$ cat src/rtl/ram_control_5_ram_pkg.sv
// Shared constants and types for the dual-bank, five-RAM address generator.
// Optional feature macro: RAM_CONTROL_5_RAM_CLAMP_EN (saturate read addresses at DEPTH-1).
package ram_control_5_ram_pkg;

  localparam int ROW_W_DEF = 64;     // ROI row width in pixels
  localparam int DEPTH_DEF = 13504;  // ROI pixels held by each bank

  localparam int SLOTS   = 5;        // parallel RAMs per bank
  localparam int PTS     = 4;        // candidate points per bank
  localparam int COORD_W = 14;       // x / y coordinate width
  localparam int ADDR_W  = 15;       // RAM address width
  localparam int LIN_W   = 28;       // full-width linear address before reduction
  localparam int PIX_W   = 20;       // incoming pixel index width

  typedef enum logic [1:0] {
    IDLE = 2'd0,
    LOAD = 2'd1,
    READ = 2'd2
  } state_t;

endpackage

$ cat src/rtl/ram_control_5_ram_if.sv
// Bus bundle between the matching pipeline and the address generator.
// Optional feature macro: RAM_CONTROL_5_RAM_CLAMP_EN (not used in this file).
interface ram_control_5_ram_if;
  import ram_control_5_ram_pkg::*;

  logic                      start;
  logic [PIX_W-1:0]          addr;
  logic [PTS*COORD_W-1:0]    new_xi;
  logic [PTS*COORD_W-1:0]    new_yi;
  logic [PTS*COORD_W-1:0]    new_xo;
  logic [PTS*COORD_W-1:0]    new_yo;
  logic [COORD_W-1:0]        xb_o;
  logic [COORD_W-1:0]        yb_o;
  logic [SLOTS*ADDR_W-1:0]   addr_a_5;
  logic [SLOTS*ADDR_W-1:0]   addr_b_5;
  logic                      w_en_a_5;
  logic                      w_en_b_5;
  logic                      data_input_rdy;
  logic                      roi_input_rdy;

  // Pipeline side: drives control, pixel index and points; receives addresses.
  modport master (
    output start, addr, new_xi, new_yi, new_xo, new_yo, xb_o, yb_o,
    input  addr_a_5, addr_b_5, w_en_a_5, w_en_b_5, data_input_rdy, roi_input_rdy
  );

  // Address generator side.
  modport slave (
    input  start, addr, new_xi, new_yi, new_xo, new_yo, xb_o, yb_o,
    output addr_a_5, addr_b_5, w_en_a_5, w_en_b_5, data_input_rdy, roi_input_rdy
  );

endinterface

$ cat src/rtl/ram_control_5_ram_addr_calc.sv
// Linear address (y*ROW_W + x) for one point, reduced to the RAM address width.
// Optional feature macro: RAM_CONTROL_5_RAM_CLAMP_EN selects saturation at DEPTH-1;
// otherwise the address wraps to its low 15 bits.
module ram_addr_calc
  import ram_control_5_ram_pkg::*;
#(
  parameter int ROW_W = ROW_W_DEF,
  parameter int DEPTH = DEPTH_DEF
) (
  input  logic [COORD_W-1:0] x,
  input  logic [COORD_W-1:0] y,
  output logic [ADDR_W-1:0]  addr
);

`ifdef RAM_CONTROL_5_RAM_CLAMP_EN
  logic [LIN_W-1:0] lin;

  // Full-width product so out-of-range points are detected, then saturate.
  always_comb begin
    lin = LIN_W'(y) * LIN_W'(ROW_W) + LIN_W'(x);
    if (lin >= LIN_W'(DEPTH)) addr = ADDR_W'(DEPTH - 1);
    else                      addr = lin[ADDR_W-1:0];
  end
`else
  // Wrap mode keeps only the low 15 bits; arithmetic mod 2^15 yields exactly
  // those bits of the full-width result, so the upper bits are never built.
  always_comb begin
    addr = ADDR_W'(y) * ADDR_W'(ROW_W) + ADDR_W'(x);
  end
`endif

endmodule

$ cat src/rtl/ram_control_5_ram.sv
// Address generator for two banks of five pixel RAMs: streams the ROI into both
// banks (LOAD), then issues five read addresses per bank every cycle (READ).
// Optional feature macro: RAM_CONTROL_5_RAM_CLAMP_EN (saturate read addresses).
module ram_control_5_ram
  import ram_control_5_ram_pkg::*;
#(
  parameter int ROW_W = ROW_W_DEF,
  parameter int DEPTH = DEPTH_DEF
) (
  input  logic                 clk,
  input  logic                 rst,
  ram_control_5_ram_if.slave   bus
);

  state_t                  state_q, state_d;
  logic [ADDR_W-1:0]       addr_a_w, addr_a_w_d;
  logic [ADDR_W-1:0]       addr_b_w, addr_b_w_d;
  logic [SLOTS*ADDR_W-1:0] addr_a_5_q, addr_a_5_d;
  logic [SLOTS*ADDR_W-1:0] addr_b_5_q, addr_b_5_d;
  logic                    w_en_q, w_en_d;
  logic                    data_input_rdy_q, data_input_rdy_d;
  logic                    roi_input_rdy, roi_input_rdy_d;

  logic [PTS*ADDR_W-1:0]   inner_addr;
  logic [PTS*ADDR_W-1:0]   outer_addr;
  logic [ADDR_W-1:0]       base_addr;
  logic                    addr_in_range;

  // One calculator per inner point (bank A) and per outer point (bank B).
  for (genvar gi = 0; gi < PTS; gi++) begin : g_pts
    ram_addr_calc #(.ROW_W(ROW_W), .DEPTH(DEPTH)) u_inner (
      .x    (bus.new_xi[gi*COORD_W +: COORD_W]),
      .y    (bus.new_yi[gi*COORD_W +: COORD_W]),
      .addr (inner_addr[gi*ADDR_W +: ADDR_W])
    );
    ram_addr_calc #(.ROW_W(ROW_W), .DEPTH(DEPTH)) u_outer (
      .x    (bus.new_xo[gi*COORD_W +: COORD_W]),
      .y    (bus.new_yo[gi*COORD_W +: COORD_W]),
      .addr (outer_addr[gi*ADDR_W +: ADDR_W])
    );
  end

  // The base point feeds slot 4 of both banks.
  ram_addr_calc #(.ROW_W(ROW_W), .DEPTH(DEPTH)) u_base (
    .x    (bus.xb_o),
    .y    (bus.yb_o),
    .addr (base_addr)
  );

  assign addr_in_range = (bus.addr < PIX_W'(DEPTH));

  // Next state and next registered outputs; outputs follow the next state so
  // they appear exactly one cycle after the inputs that caused them.
  always_comb begin
    state_d          = state_q;
    addr_a_w_d       = addr_a_w;
    addr_b_w_d       = addr_b_w;
    w_en_d           = 1'b0;
    data_input_rdy_d = 1'b0;
    roi_input_rdy_d  = 1'b0;
    addr_a_5_d       = {SLOTS{addr_a_w}};
    addr_b_5_d       = {SLOTS{addr_b_w}};

    case (state_q)
      IDLE:    if (bus.start) state_d = LOAD;
      LOAD:    if (bus.start && !addr_in_range) state_d = READ;
      READ:    state_d = READ;
      default: state_d = IDLE;
    endcase
    if (!bus.start) state_d = IDLE;

    if (state_d == LOAD) begin
      data_input_rdy_d = 1'b1;
      if (addr_in_range) begin
        addr_a_w_d = bus.addr[ADDR_W-1:0];
        addr_b_w_d = bus.addr[ADDR_W-1:0];
        w_en_d     = 1'b1;
      end
      addr_a_5_d = {SLOTS{addr_a_w_d}};
      addr_b_5_d = {SLOTS{addr_b_w_d}};
    end else if (state_d == READ) begin
      roi_input_rdy_d = 1'b1;
      addr_a_5_d      = {base_addr, inner_addr};
      addr_b_5_d      = {base_addr, outer_addr};
    end
  end

  // State and output registers with synchronous reset.
  always_ff @(posedge clk) begin
    if (rst) begin
      state_q          <= IDLE;
      addr_a_w         <= '0;
      addr_b_w         <= '0;
      addr_a_5_q       <= '0;
      addr_b_5_q       <= '0;
      w_en_q           <= 1'b0;
      data_input_rdy_q <= 1'b0;
      roi_input_rdy    <= 1'b0;
    end else begin
      state_q          <= state_d;
      addr_a_w         <= addr_a_w_d;
      addr_b_w         <= addr_b_w_d;
      addr_a_5_q       <= addr_a_5_d;
      addr_b_5_q       <= addr_b_5_d;
      w_en_q           <= w_en_d;
      data_input_rdy_q <= data_input_rdy_d;
      roi_input_rdy    <= roi_input_rdy_d;
    end
  end

  assign bus.addr_a_5       = addr_a_5_q;
  assign bus.addr_b_5       = addr_b_5_q;
  assign bus.w_en_a_5       = w_en_q;
  assign bus.w_en_b_5       = w_en_q;
  assign bus.data_input_rdy = data_input_rdy_q;
  assign bus.roi_input_rdy  = roi_input_rdy;

endmodule

$ cat src/flat_wrapper.sv
// flat-port wrapper written by rule: the top's interface ports become plain ports
module ram_control_5_ram_flat import ram_control_5_ram_pkg::*;
#(
  parameter int ROW_W = ROW_W_DEF,
  parameter int DEPTH = DEPTH_DEF
)
  (clk, rst, bus_start, bus_addr, bus_new_xi, bus_new_yi, bus_new_xo, bus_new_yo, bus_xb_o, bus_yb_o, bus_addr_a_5, bus_addr_b_5, bus_w_en_a_5, bus_w_en_b_5, bus_data_input_rdy, bus_roi_input_rdy);
  ram_control_5_ram_if bus_i ();
  input  logic clk;
  input  logic rst;
  input wire logic [$bits(bus_i.start)-1:0] bus_start;
  input wire logic [$bits(bus_i.addr)-1:0] bus_addr;
  input wire logic [$bits(bus_i.new_xi)-1:0] bus_new_xi;
  input wire logic [$bits(bus_i.new_yi)-1:0] bus_new_yi;
  input wire logic [$bits(bus_i.new_xo)-1:0] bus_new_xo;
  input wire logic [$bits(bus_i.new_yo)-1:0] bus_new_yo;
  input wire logic [$bits(bus_i.xb_o)-1:0] bus_xb_o;
  input wire logic [$bits(bus_i.yb_o)-1:0] bus_yb_o;
  output wire logic [$bits(bus_i.addr_a_5)-1:0] bus_addr_a_5;
  output wire logic [$bits(bus_i.addr_b_5)-1:0] bus_addr_b_5;
  output wire logic [$bits(bus_i.w_en_a_5)-1:0] bus_w_en_a_5;
  output wire logic [$bits(bus_i.w_en_b_5)-1:0] bus_w_en_b_5;
  output wire logic [$bits(bus_i.data_input_rdy)-1:0] bus_data_input_rdy;
  output wire logic [$bits(bus_i.roi_input_rdy)-1:0] bus_roi_input_rdy;
  assign bus_i.start = bus_start;
  assign bus_i.addr = bus_addr;
  assign bus_i.new_xi = bus_new_xi;
  assign bus_i.new_yi = bus_new_yi;
  assign bus_i.new_xo = bus_new_xo;
  assign bus_i.new_yo = bus_new_yo;
  assign bus_i.xb_o = bus_xb_o;
  assign bus_i.yb_o = bus_yb_o;
  assign bus_addr_a_5 = bus_i.addr_a_5;
  assign bus_addr_b_5 = bus_i.addr_b_5;
  assign bus_w_en_a_5 = bus_i.w_en_a_5;
  assign bus_w_en_b_5 = bus_i.w_en_b_5;
  assign bus_data_input_rdy = bus_i.data_input_rdy;
  assign bus_roi_input_rdy = bus_i.roi_input_rdy;
  ram_control_5_ram #(.ROW_W(ROW_W), .DEPTH(DEPTH)) u_core (.clk(clk), .rst(rst), .bus(bus_i));
endmodule
$ cat config.mk
export PLATFORM = sky130hd
export DESIGN_NAME = ram_control_5_ram_flat
export DESIGN_NICKNAME = d
export VERILOG_FILES = /design/src/rtl/ram_control_5_ram_pkg.sv /design/src/rtl/ram_control_5_ram_if.sv /design/src/rtl/ram_control_5_ram_addr_calc.sv /design/src/rtl/ram_control_5_ram.sv /design/src/flat_wrapper.sv
export SDC_FILE = /design/constraint.sdc
export NUM_CORES = 1
export LEC_CHECK = 0
export ABC_AREA = 1
export BUFFER_PORTS_ARGS = -buffer_cell sky130_fd_sc_hd__buf_2
export CAP_MARGIN = 40
export CORE_AREA = 2 2 165 167
export CTS_BUF_LIST = sky130_fd_sc_hd__clkbuf_4 sky130_fd_sc_hd__clkbuf_8 sky130_fd_sc_hd__clkbuf_16
export CTS_CLUSTER_DIAMETER = 30
export DETAILED_ROUTE_END_ITERATION = 7
export DIE_AREA = 0 0 167 169
export HOLD_SLACK_MARGIN = 0.1
export MAX_ROUTING_LAYER = met4
export PLACE_DENSITY = 0.72
export SYNTH_ARGS = -nofsm -noshare
export SYNTH_HDL_FRONTEND = slang
export SYNTH_HIERARCHICAL = 1
export SYNTH_SLANG_ARGS = --single-unit
$ cat constraint.sdc
create_clock -name clk -period 2.9 [get_ports clk]
set_clock_uncertainty 0.15 [all_clocks]
set_input_delay 0.87 -clock clk [delete_from_list [all_inputs] [get_ports clk]]
set_output_delay 0.87 -clock clk [all_outputs]
set_load 0.02 [all_outputs]
# Word-level counts from Yosys, hierarchy flattened
# Cells that the tools add are included.
# totals
reg_bits	185
input_bits	275
output_inout_bits	154
wordCells	40
# classes
n_addsub	9
n_lt_le_gt_ge	1
eq_ne	4
mux	12
bitwise	1
n_reduce_logical	5
# op_table
operator	count
75-bit two-way mux	4
15-bit by 14-bit adder with 15-bit output	9
15-bit two-way mux	2
20-bit by 14-bit less-than comparator with 1-bit output (second input constant)	1
2-bit one-hot mux with 3 select lines	1
2-bit by 1-bit equality test with 1-bit output (second input constant)	2
2-bit equality test (second input constant)	2
2-bit two-way mux	2
2-bit OR reduction	2
1-bit two-way mux	3
2-bit zero test	1
1-bit logical AND	1
1-bit zero test	1
1-bit NOT	1

# Depth between registers and ports, before layout
# logic_depth
depth_word	9
depth_mapped	15
depth_no_buf	13

# Hierarchy
# The synthesis kept the hierarchy.
# modules_own_cells
mod	n_inst	cells_each	area_each_um2	seq_area_each_um2
ram_control_5_ram	1	1071	7661.1	3703.6
ram_addr_calc	9	76	434.2	0.0

# Least setup slack after synthesis
# No wires, ideal clock.
# synth_path
path_kind	input port to flip-flop
start	in bus_yb_o[0]
end	reg u_core.addr_b_5_q[74] (netlist: u_core/bus.addr_b_5[74])
setup_ns	0.132
arrival_ns	2.078
required_time_ns	2.618
slack_ns	0.540
stages	12
n_path_buf	0
cell_sequence	ha_1 -> fa_1 -> nand2_1 -> nand2_1 -> nand3_1 -> nand2_1 -> nand2_1 -> nand2_1 -> nand3_1 -> nand2_1 -> nand2_1 -> a21oi_1
# synth_between
elab_chain_len	3
# synth_lines
item	line	rtl
from (decl)	flat_wrapper.sv:18	input wire logic [$bits(bus_i.yb_o)-1:0] bus_yb_o;
15-bit by 14-bit adder with 15-bit output	ram_control_5_ram_addr_calc.sv:28	addr = ADDR_W'(y) * ADDR_W'(ROW_W) + ADDR_W'(x);
named net u_core.base_addr[14]	ram_control_5_ram.sv:26	logic [ADDR_W-1:0] base_addr;
75-bit two-way mux	ram_control_5_ram.sv:81	end else if (state_d == READ) begin
75-bit two-way mux	ram_control_5_ram.sv:72	if (state_d == LOAD) begin
to (signal assigned)	ram_control_5_ram.sv:104	addr_b_5_q <= addr_b_5_d;
to (decl)	ram_control_5_ram.sv:19	logic [SLOTS*ADDR_W-1:0] addr_b_5_q, addr_b_5_d;
# The timed path passes the listed nets, and every way through them passes these cells.
# A chain may end at the register's enable or synchronous reset.

# Final worst setup path
# layout_path
start	in bus_addr[14]
end	reg u_core.addr_b_5_q[0] (netlist: u_core/bus.addr_b_5[0])
# layout_between
elab_chain_len	9
word_cells_on_any_way	11
cone_classes	1 x order compare; 2 x eq/ne; 6 x mux; 2 x reduce/logical
# layout_lines
item	line	rtl
from (decl)	flat_wrapper.sv:12	input wire logic [$bits(bus_i.addr)-1:0] bus_addr;
20-bit by 14-bit less-than comparator with 1-bit output *	ram_control_5_ram.sv:50	assign addr_in_range = (bus.addr < PIX_W'(DEPTH));
1-bit zero test	ram_control_5_ram.sv:66	LOAD: if (bus.start && !addr_in_range) state_d = READ;
1-bit logical AND	ram_control_5_ram.sv:66	
2-bit two-way mux	ram_control_5_ram.sv:66	
2-bit one-hot mux with 3 select lines	ram_control_5_ram.sv:64	case (state_q)
2-bit two-way mux	ram_control_5_ram.sv:70	if (!bus.start) state_d = IDLE;
2-bit equality test	ram_control_5_ram.sv:81	
75-bit two-way mux	ram_control_5_ram.sv:81	
75-bit two-way mux *	ram_control_5_ram.sv:72	
# Mark *: on every way between the ends. The rest lies on a longest branch, timed or not.

==> impl_results.md <==
* Hold Violations, Final at 0
* Drt pass-1 iters at 5
* Vias per cell at 5.122
* Final ANT Viol Nets at 0
* Cell Area, Synth at 0.01157 mm^2
* Final net count at around 2,400
* IO Count at 429
* Flop pwr share at 40.3%
* Die Wd at 167 um
* Status: finished clean
* Site Rows at 60
* CP Capture Type: register
* Via count at ~12,000
* Fin util at 53.05%
* CTS Hold Buffers Added at 0
* CTS tree: built
* Psw at 0.001918 W
* Syn Inst Count at ~1,800
* Vias in the first global route at between 10,000 and 15,000
* Fill cell count at 2,681
* Max-cap violations at 0
* WS Path Type: input port to register
* Clk pwr share at approximately two fifths
* DR top layer: met4
* Clock root cell: clkbuf_16
* Relative slew slack at slightly above 70%
* Crit start category: input port
* Share of cells above drive strength 1 at approximately a quarter
* DR iter-0 viols at ~1,000
* Dpl cells at about 2,400
* Port Buf Inserts at about 380
* Setup violators final at 0
* Cts bufs inserted at 17
* Initial Util at 43.65%
* Pint at ~0.0045 W
* Leak at just under 8 nW
* Core area at 0.02650 mm^2
* Synth warn at 6
* Largest net degree at the start of global routing at 80
* Initial antenna violation count at 7
* Sw Share at roughly 30%
* P&R area growth vs syn at 21.51%
* Sequential element share of the synthesized area at roughly a third
* Post-route cell area at 0.01406 mm^2
* Pins over their slew limit at 0
* #FFs+latches synth at 185
* Final wirelength at slightly below 40 mm
* DRC at 0
* Skew-Pair Late Insertion Delay at between 0.4 and 0.5 ns
* Register Area at 0.003704 mm^2
* Post-layout minimum cycle time at roughly 2.5 ns
* H-Tree Depth at 4
* Final Cycle Share at 85.88%
* First-pass GRT wire length at 60.04 mm
* WP data required at 3.11 ns
* Worst IR Drop VDD at 0.3969 mV
* Fmax at roughly 400 MHz
* CTS Sinks at 185
* Gate power share at between 20 and 25%
* Hold Crit Class: register to register
* Max Fanout on Critical Path at 21
* Placed cell area at 0.01341 mm^2
* Crit path DAT at 2.70 ns
* Pwr dens at ~450 mW/mm^2
* Final GP Congestion at about 0.90
* Worst-path clk slew at 0.07 ns
* Avg Inst Size Synth at around 6.6 um^2
* RSZ-0062 raised after global routing: false
* All-Layer GR Usage at 27.68%
* R2R Setup Slk at around 0.96 ns
* Post-Syn Nets at between 2,000 and 2,500
* Area of the die at about 0.028 mm^2
* Most common cell after layout, fill and taps aside: nand2_1
* CTS max path bufs at 2
* Post-route insts no fill at about 2,400
* Met2 wire length at ~18 mm
* Netlist cell types at 25
* Slew @ Worst Pin at around 0.43 ns
* Most frequent cells in the layout: nand2_1 (700), buf_2 (382), a21oi_1 (196)
* DP HPWL at roughly 29 mm
* Die Y at about 170 um
* Routed WL per cell at between 15 and 20 um
* M1 WL at 16.17 mm
* # resized after CTS at 0
* Post-CTS Setup Repair Bufs at 0
* WL met3 at 3.506 mm
* Fin Hold WS at 0.3348 ns
* GRT overflow at 0
* Multi-input logic area at around 0.0066 mm^2
* Total power at roughly 0.0064 W
==> power by group through the flow <==
stage          registers [W]  clock network [W]  logic [W]
3_5_place_dp         0.00264                  0    0.00129
2_1_floorplan        0.00267                  0   0.000873
3_3_place_gp         0.00264                  0    0.00128
4_1_cts              0.00258            0.00255    0.00130
6_report             0.00258            0.00252    0.00130
5_1_grt              0.00258            0.00268    0.00145
==> stage by stage <==
stage	setup slack [ns]	TNS, ns
floorplan	0.5395	0
global placement	-0.005955	-0.005959
detailed placement	-0.02247	-0.09956
CTS	0.4191	0
global route	0.2280	0
finish	0.4094	0
==> final timing paths <==
kind | from | endpoint | cells past startpoint
worst max register to register | u_core/state_q[0]$_SDFF_PP0_ | u_core/bus.addr_a_5[65]$_SDFF_PP0_ | 10
worst min-delay path | u_core/addr_b_w[0]$_SDFFE_PP0N_ | u_core/addr_b_w[0]$_SDFFE_PP0N_ | 2
worst max-delay path | bus_addr[14] | u_core/bus.addr_b_5[0]$_SDFF_PP0_ | 14
worst min register to register | u_core/addr_b_w[0]$_SDFFE_PP0N_ | u_core/addr_b_w[0]$_SDFFE_PP0N_ | 2
==> critical path: stages <==
cell     delay, ns
buf_2         0.10
nor2_1        0.09
nand2_1       0.07
nor3_2        0.25
nand2_2       0.15
nand2_2       0.10
nand2_4       0.06
buf_12        0.14
nand2_8       0.17
buf_12        0.18
nand2_1       0.20
nand2_1       0.12
nand2_1       0.05
a21oi_1       0.13
==> sequential cells by signal, indices dropped and copies added (netlist names) <==
name and flops:
u_core/bus.data_input_rdy 1, u_core/bus.addr_b_5 75, u_core/addr_b_w 15, u_core/state_q 2
u_core/bus.roi_input_rdy 1, u_core/bus.addr_a_5 75, u_core/addr_a_w 15, u_core/bus.w_en_a_5 1
==> per-layer routing <==
metal,vias to the layer above,GRT usage [%]
li1,6132,-
met1,5605,33.64
met2,532,45.48
met3,59,6.406
met4,0,9.108
met5,-,-
==> area by class of cell <==
class                      count  area share, %
clock inverter                15          1.460
tap                          341          3.035
timing repair buffer         405          15.83
inverter                     118          3.186
clock buffer                  17          3.026
antenna                        7         0.1246
multi-input combinational   1319          46.99
sequential                   185          26.35
==> kinds of logic (layout without fill, tap and decap cells) <==
kind of cell	Yosys count	in the layout	synth area share (%)
AND/OR/NAND/NOR	1014	1014	37.09
buffers and inverters	251	555	10.89
AO/OA/AOI/OAI	197	197	8.620
flip-flops	185	185	32.01
adder cells (fa/ha/maj)	81	81	9.345
XOR/XNOR	27	27	2.044
other	0	7	0
==> synth_stat cells (all sizes together) <==
cell type / number / area (um^2)
fa: 9 / 180.2
xor2: 9 / 78.83
inv: 118 / 442.9
buf: 100 / 693.2
clkbuf: 33 / 123.9
ha: 72 / 900.9
dfxtp: 185 / 3704
xnor2: 18 / 157.7
a21oi: 197 / 997.2
nand2: 739 / 2890
nor3: 1 / 10.01
nand3: 193 / 965.9
nor2: 45 / 176.4
or2: 18 / 112.6
nand3b: 18 / 135.1
(Power assumes the default switching activity.)
